===== src/rtl/onehot_scan_decoder.sv =====
// Registered binary-to-one-hot decoder with an up/down walking-one scan engine.
module onehot_scan_decoder #(
  parameter int unsigned SEL_W      = 4,
  parameter int unsigned OUT_W      = 1 << SEL_W,
  parameter int unsigned DIV_W      = 16,
  parameter int unsigned ACTIVE_LOW = 0
) (
  input  logic             clk,
  input  logic             rst,
  input  logic             en,
  input  logic [1:0]       mode,
  input  logic [SEL_W-1:0] sel,
  input  logic             sel_valid,
  input  logic [DIV_W-1:0] div,
  output logic [OUT_W-1:0] outsig,
  output logic [SEL_W-1:0] idx,
  output logic             wrap
);

  typedef enum logic [1:0] {
    HOLD    = 2'b00,
    DECODE  = 2'b01,
    SCAN_UP = 2'b10,
    SCAN_DN = 2'b11
  } mode_t;

  // The output vector is sized from the index; any other width is a wiring error.
  if (OUT_W != (1 << SEL_W)) begin : g_bad_width
    $error("onehot_scan_decoder: OUT_W must equal 2**SEL_W");
  end

  mode_t            mode_q;
  logic [DIV_W-1:0] presc;
  logic [SEL_W-1:0] idx_up;
  logic [SEL_W-1:0] idx_dn;
  logic             mode_chg;
  logic             step_due;

  // One-hot (or one-cold) image of an index.
  function automatic logic [OUT_W-1:0] dec(input logic [SEL_W-1:0] i);
    logic [OUT_W-1:0] v;
    v    = '0;
    v[i] = 1'b1;
    return (ACTIVE_LOW != 0) ? ~v : v;
  endfunction

  // Neighbour indices and step qualification; >= also catches div shrinking below the count.
  always_comb begin
    idx_up   = idx + SEL_W'(1);
    idx_dn   = idx - SEL_W'(1);
    mode_chg = (mode_t'(mode) != mode_q);
    step_due = (presc >= div);
  end

  // Mode register, prescaler, index and the output image that tracks it.
  always_ff @(posedge clk or posedge rst) begin
    if (rst) begin
      mode_q <= HOLD;
      presc  <= '0;
      idx    <= '0;
      outsig <= dec(SEL_W'(0));
      wrap   <= 1'b0;
    end else if (!en) begin
      wrap <= 1'b0;
    end else begin
      mode_q <= mode_t'(mode);
      wrap   <= 1'b0;
      if (mode_chg) begin
        presc <= '0;
      end else begin
        case (mode_q)
          HOLD: begin
            presc <= '0;
          end
          DECODE: begin
            presc <= '0;
            if (sel_valid) begin
              idx    <= sel;
              outsig <= dec(sel);
            end
          end
          SCAN_UP: begin
            if (step_due) begin
              presc  <= '0;
              idx    <= idx_up;
              outsig <= dec(idx_up);
              wrap   <= (idx == {SEL_W{1'b1}});
            end else begin
              presc <= presc + DIV_W'(1);
            end
          end
          SCAN_DN: begin
            if (step_due) begin
              presc  <= '0;
              idx    <= idx_dn;
              outsig <= dec(idx_dn);
              wrap   <= (idx == SEL_W'(0));
            end else begin
              presc <= presc + DIV_W'(1);
            end
          end
        endcase
      end
    end
  end

endmodule

===== config.mk =====
export PLATFORM = sky130hd
export DESIGN_NAME = onehot_scan_decoder
export DESIGN_NICKNAME = d
export VERILOG_FILES = /design/src/rtl/onehot_scan_decoder.sv
export SDC_FILE = /design/constraint.sdc
export NUM_CORES = 1
export LEC_CHECK = 0
export BUFFER_PORTS_ARGS = -buffer_cell sky130_fd_sc_hd__buf_2
export CORE_ASPECT_RATIO = 0.6
export CORE_MARGIN = 2
export CORE_UTILIZATION = 40
export DETAILED_ROUTE_END_ITERATION = 10
export SLEW_MARGIN = 5
export SYNTH_ARGS = -nofsm -noshare
export SYNTH_HDL_FRONTEND = slang
export SYNTH_SLANG_ARGS = --single-unit

===== constraint.sdc =====
create_clock -name clk -period 3.1 [get_ports clk]
set_clock_uncertainty 0.2 [all_clocks]
set_input_delay 0 -clock clk [delete_from_list [all_inputs] [get_ports clk]]
set_output_delay 0 -clock clk [all_outputs]
set_load 0.02 [all_outputs]

==> summary.txt <==
Worst setup path
  • Critical Path Start Type: flip-flop
  • CP peak stage delay: 550 ps
  • CP Capture Type: flip-flop
  • Worst r2r src: presc[15]
  • Worst EP arrival: 2970 ps
  • Worst EP required: 3070 ps
  • Crit Path Category: flip-flop to flip-flop
  • Crit path max fanout: 18
  • Slowest CP cell: or4_4
  • Critical Path Source: presc[15]
  • CP cell instances: ha_1 -> nand4_2 -> or3_4 -> or4_4 -> and4_4 -> a21oi_4 -> buf_12 -> mux2_2

Placed design
  • Pre-CTS WS: -266 ps
  • IO buf count: 46
  • Placed Area: 0.00347 mm^2
  • Routability cong.: 0.934
  • Post-DP HPWL: 6000 um

Drt
  • Routed WL: 8120 um
  • Drt drc: 0
  • TritonRoute pass-1 iters: 5
  • Vias: 2,782
  • WL/cell: 15.6 um
  • Antenna-violating nets left: 0
  • First DRT Iteration DRCs: 191
  • Via-per-instance ratio: 5.33

Global routing
  • Initial antenna violation count: 0
  • Global Route Usage Sum: 20.7%
  • GR Overflow Total: 0
  • Largest net degree at the start of global routing: 40
  • Global-route wire length before repair: 13,200 um
  • Vias in the first global route: 2,634

Clock network
  • CTS Buf Count: 5
  • CTS tree: done
  • # H-tree levels: 2
  • Clock latency on the worst-skew pair: 290 ps
  • CTS root buffer: clkbuf_16
  • Max Root-Sink Buffers: 2
  • Clk sink count: 39
  • CTS clk-pin slew, worst paths: 60 ps

Power
  • PD cells: 540 mW/mm^2
  • Overall power: 0.00202 W
  • Peak supply drop: 0.000284 V
  • Leak: 1.85 nW

Timing
  • Min setup slack post-route: 107 ps
  • Max-Slew Margin vs Limit: 60.2%
  • Final setup TNS: 0 ps
  • Fin crit share: 96.6%
  • Final setup violation count: 0
  • Tmin final: 2990 ps
  • Hold Worst Slack: 3.79 ps
  • Slew Limit Fails: 0
  • Worst slew pin tran: 581 ps
  • RSZ-0062 raised after global routing: false
  • Peak Freq: 334 MHz
  • Final-report hold violation count: 0

Yosys
  • Top-area cell type share of the netlist area: 31.8%
  • Ys async rst share: 100%
  • Top cells by area, synth: dfrtp_1, ha_1, nand2_1, mux2_4, mux2_2
  • Post-Synthesis Cells: 345
  • Main synth FF type: dfrtp_1
  • Complex-gate fraction of the synthesized area: 17.2%
  • Mapped Area: 0.00299 mm^2
  • Number of flops mapped to enable cells by yosys: 0
  • Ys Warns: 0
  • Main combinational cell family by area after synthesis: simple AND/OR/NAND/NOR gates
  • Synth Register Bits: 39
  • Post-synthesis sequential area ratio: 32.7%
  • Synth unique cells: 53
  • Synthesized Nets: 394
  • Syn avg cell area: 8.66 um^2
  • Multiplexer share of the synthesized area: 9.97%
  • Simple-gate share of the synthesized area: 23.1%
  • Adder and majority cell fraction of the synthesized area: 9.64%
  • Leading area contributor after synthesis: dfrtp_1
  • XOR/XNOR Fraction of Synth Area: 1.17%

Floorplan
  • Die Span Y: 70.9 um
  • Core ar.: 0.00724 mm^2
  • IO Pins: 47
  • Die ar.: 0.00820 mm^2
  • Die X: 116 um
  • Std cell rows: 24
  • Initial core utilization: 41.3%

Run
  • Max cap viols: 0

Run status
  • Run status: finished clean

Cells and area
  • Ant diodes: 0
  • Final net count: 466
  • Commonest non-fill, non-tap cell in the layout: nand2_1
  • Fin area: 0.00374 mm^2
  • Layout area overhead: 25.4%
  • Fraction of layout cells with a size suffix above 1: 26.3%
  • Most frequent cells in the layout: nand2_1, buf_2, dfrtp_1

Min path
  • Tightest Hold Check Type: input pin to flip-flop
  • Hold_sp: sel[2]
[what timing repair did]
action,in CTS,in global routing
buffers inserted,1,0
resized for setup,0,3
pin swaps,1,0
hold buffers,8,0
hold endpoints to repair,53,0
endpoints found under the setup margin,18,22
cloned,0,0
[layer usage]
| layer | GRT usage, % | vias to the layer above | routed length, um |
|---|---|---|---|
| met2 | 26.7 | 91 | 3250 |
| met5 | 0 | - | 0 |
| met1 | 33.5 | 1294 | 4190 |
| met3 | 4.63 | 10 | 600 |
| li1 | - | 1387 | - |
| met4 | 5.76 | 0 | 76 |
[flip-flops by register name (all words and copies together), names as in the netlist]
signal  cells
idx         4
mode_q      2
outsig     16
presc      16
wrap        1
[cells by family (layout without fill, tap and decap cells)]
logic type	after synthesis	in the layout
simple gates	140	140
compound gates	72	72
flops	39	39
fa+ha+maj	23	23
buf+inv	43	116
mux	24	24
xor+xnor	4	4
[worst paths after layout]
check	cells past startpoint	end	slack (ps)
max	8	outsig[1]	110
min	4	outsig[12]	4
max reg2reg	8	outsig[1]	110
min reg2reg	1	outsig[14]	300
max in group asynchronous	4	outsig[0]	2160
min in group asynchronous	4	presc[3]	180
[worst max-delay path: cells and delay by family, from the launching register on]
family / cells / cell delay, ps
flip-flops: 1 / 380
adder cells (fa/ha/maj): 1 / 310
buffers and inverters: 1 / 190
AND/OR/NAND/NOR: 4 / 1280
multiplexers: 1 / 350
AO/OA/AOI/OAI: 1 / 160
[Yosys cell counts (all sizes together), types with 3 or more instances]
library cell,n
nand3,17
nor3,7
mux2i,5
ha,23
nor3b,3
clkbuf,12
o21ai,10
o2bb2ai,4
nor2b,6
and2,4
nor2,18
a32oi,12
inv,29
dfrtp,38
and3,11
a21oi,13
xnor2,4
nand2b,6
a31oi,9
o211ai,6
nand2,56
o22ai,3
mux2,19
[layout make-up]
class                           instances  area [um^2]
Clock inverter                          3         43.8
Tap cell                              104          130
Sequential cell                        39          977
Fill cell                             697         3490
Inverter                               29          109
Timing Repair Buffer                   79          510
Multi-Input combinational cell        263         1850
Clock buffer                            5          125
[power breakdown]
part	switching, W	internal [W]
Sequential	0.0000794	0.000569
Clock	0.000221	0.000380
Combinational	0.000481	0.000294
Total	0.000781	0.00124
[per-stage QoR]
stage	utilization, %	cells
after CTS	51.6	522
after floorplan	-	345
final	51.7	522
after global placement	47.9	505
after global routing	51.7	522
after detailed placement	47.9	505
Note: power is estimated with default switching activity, not from simulation.
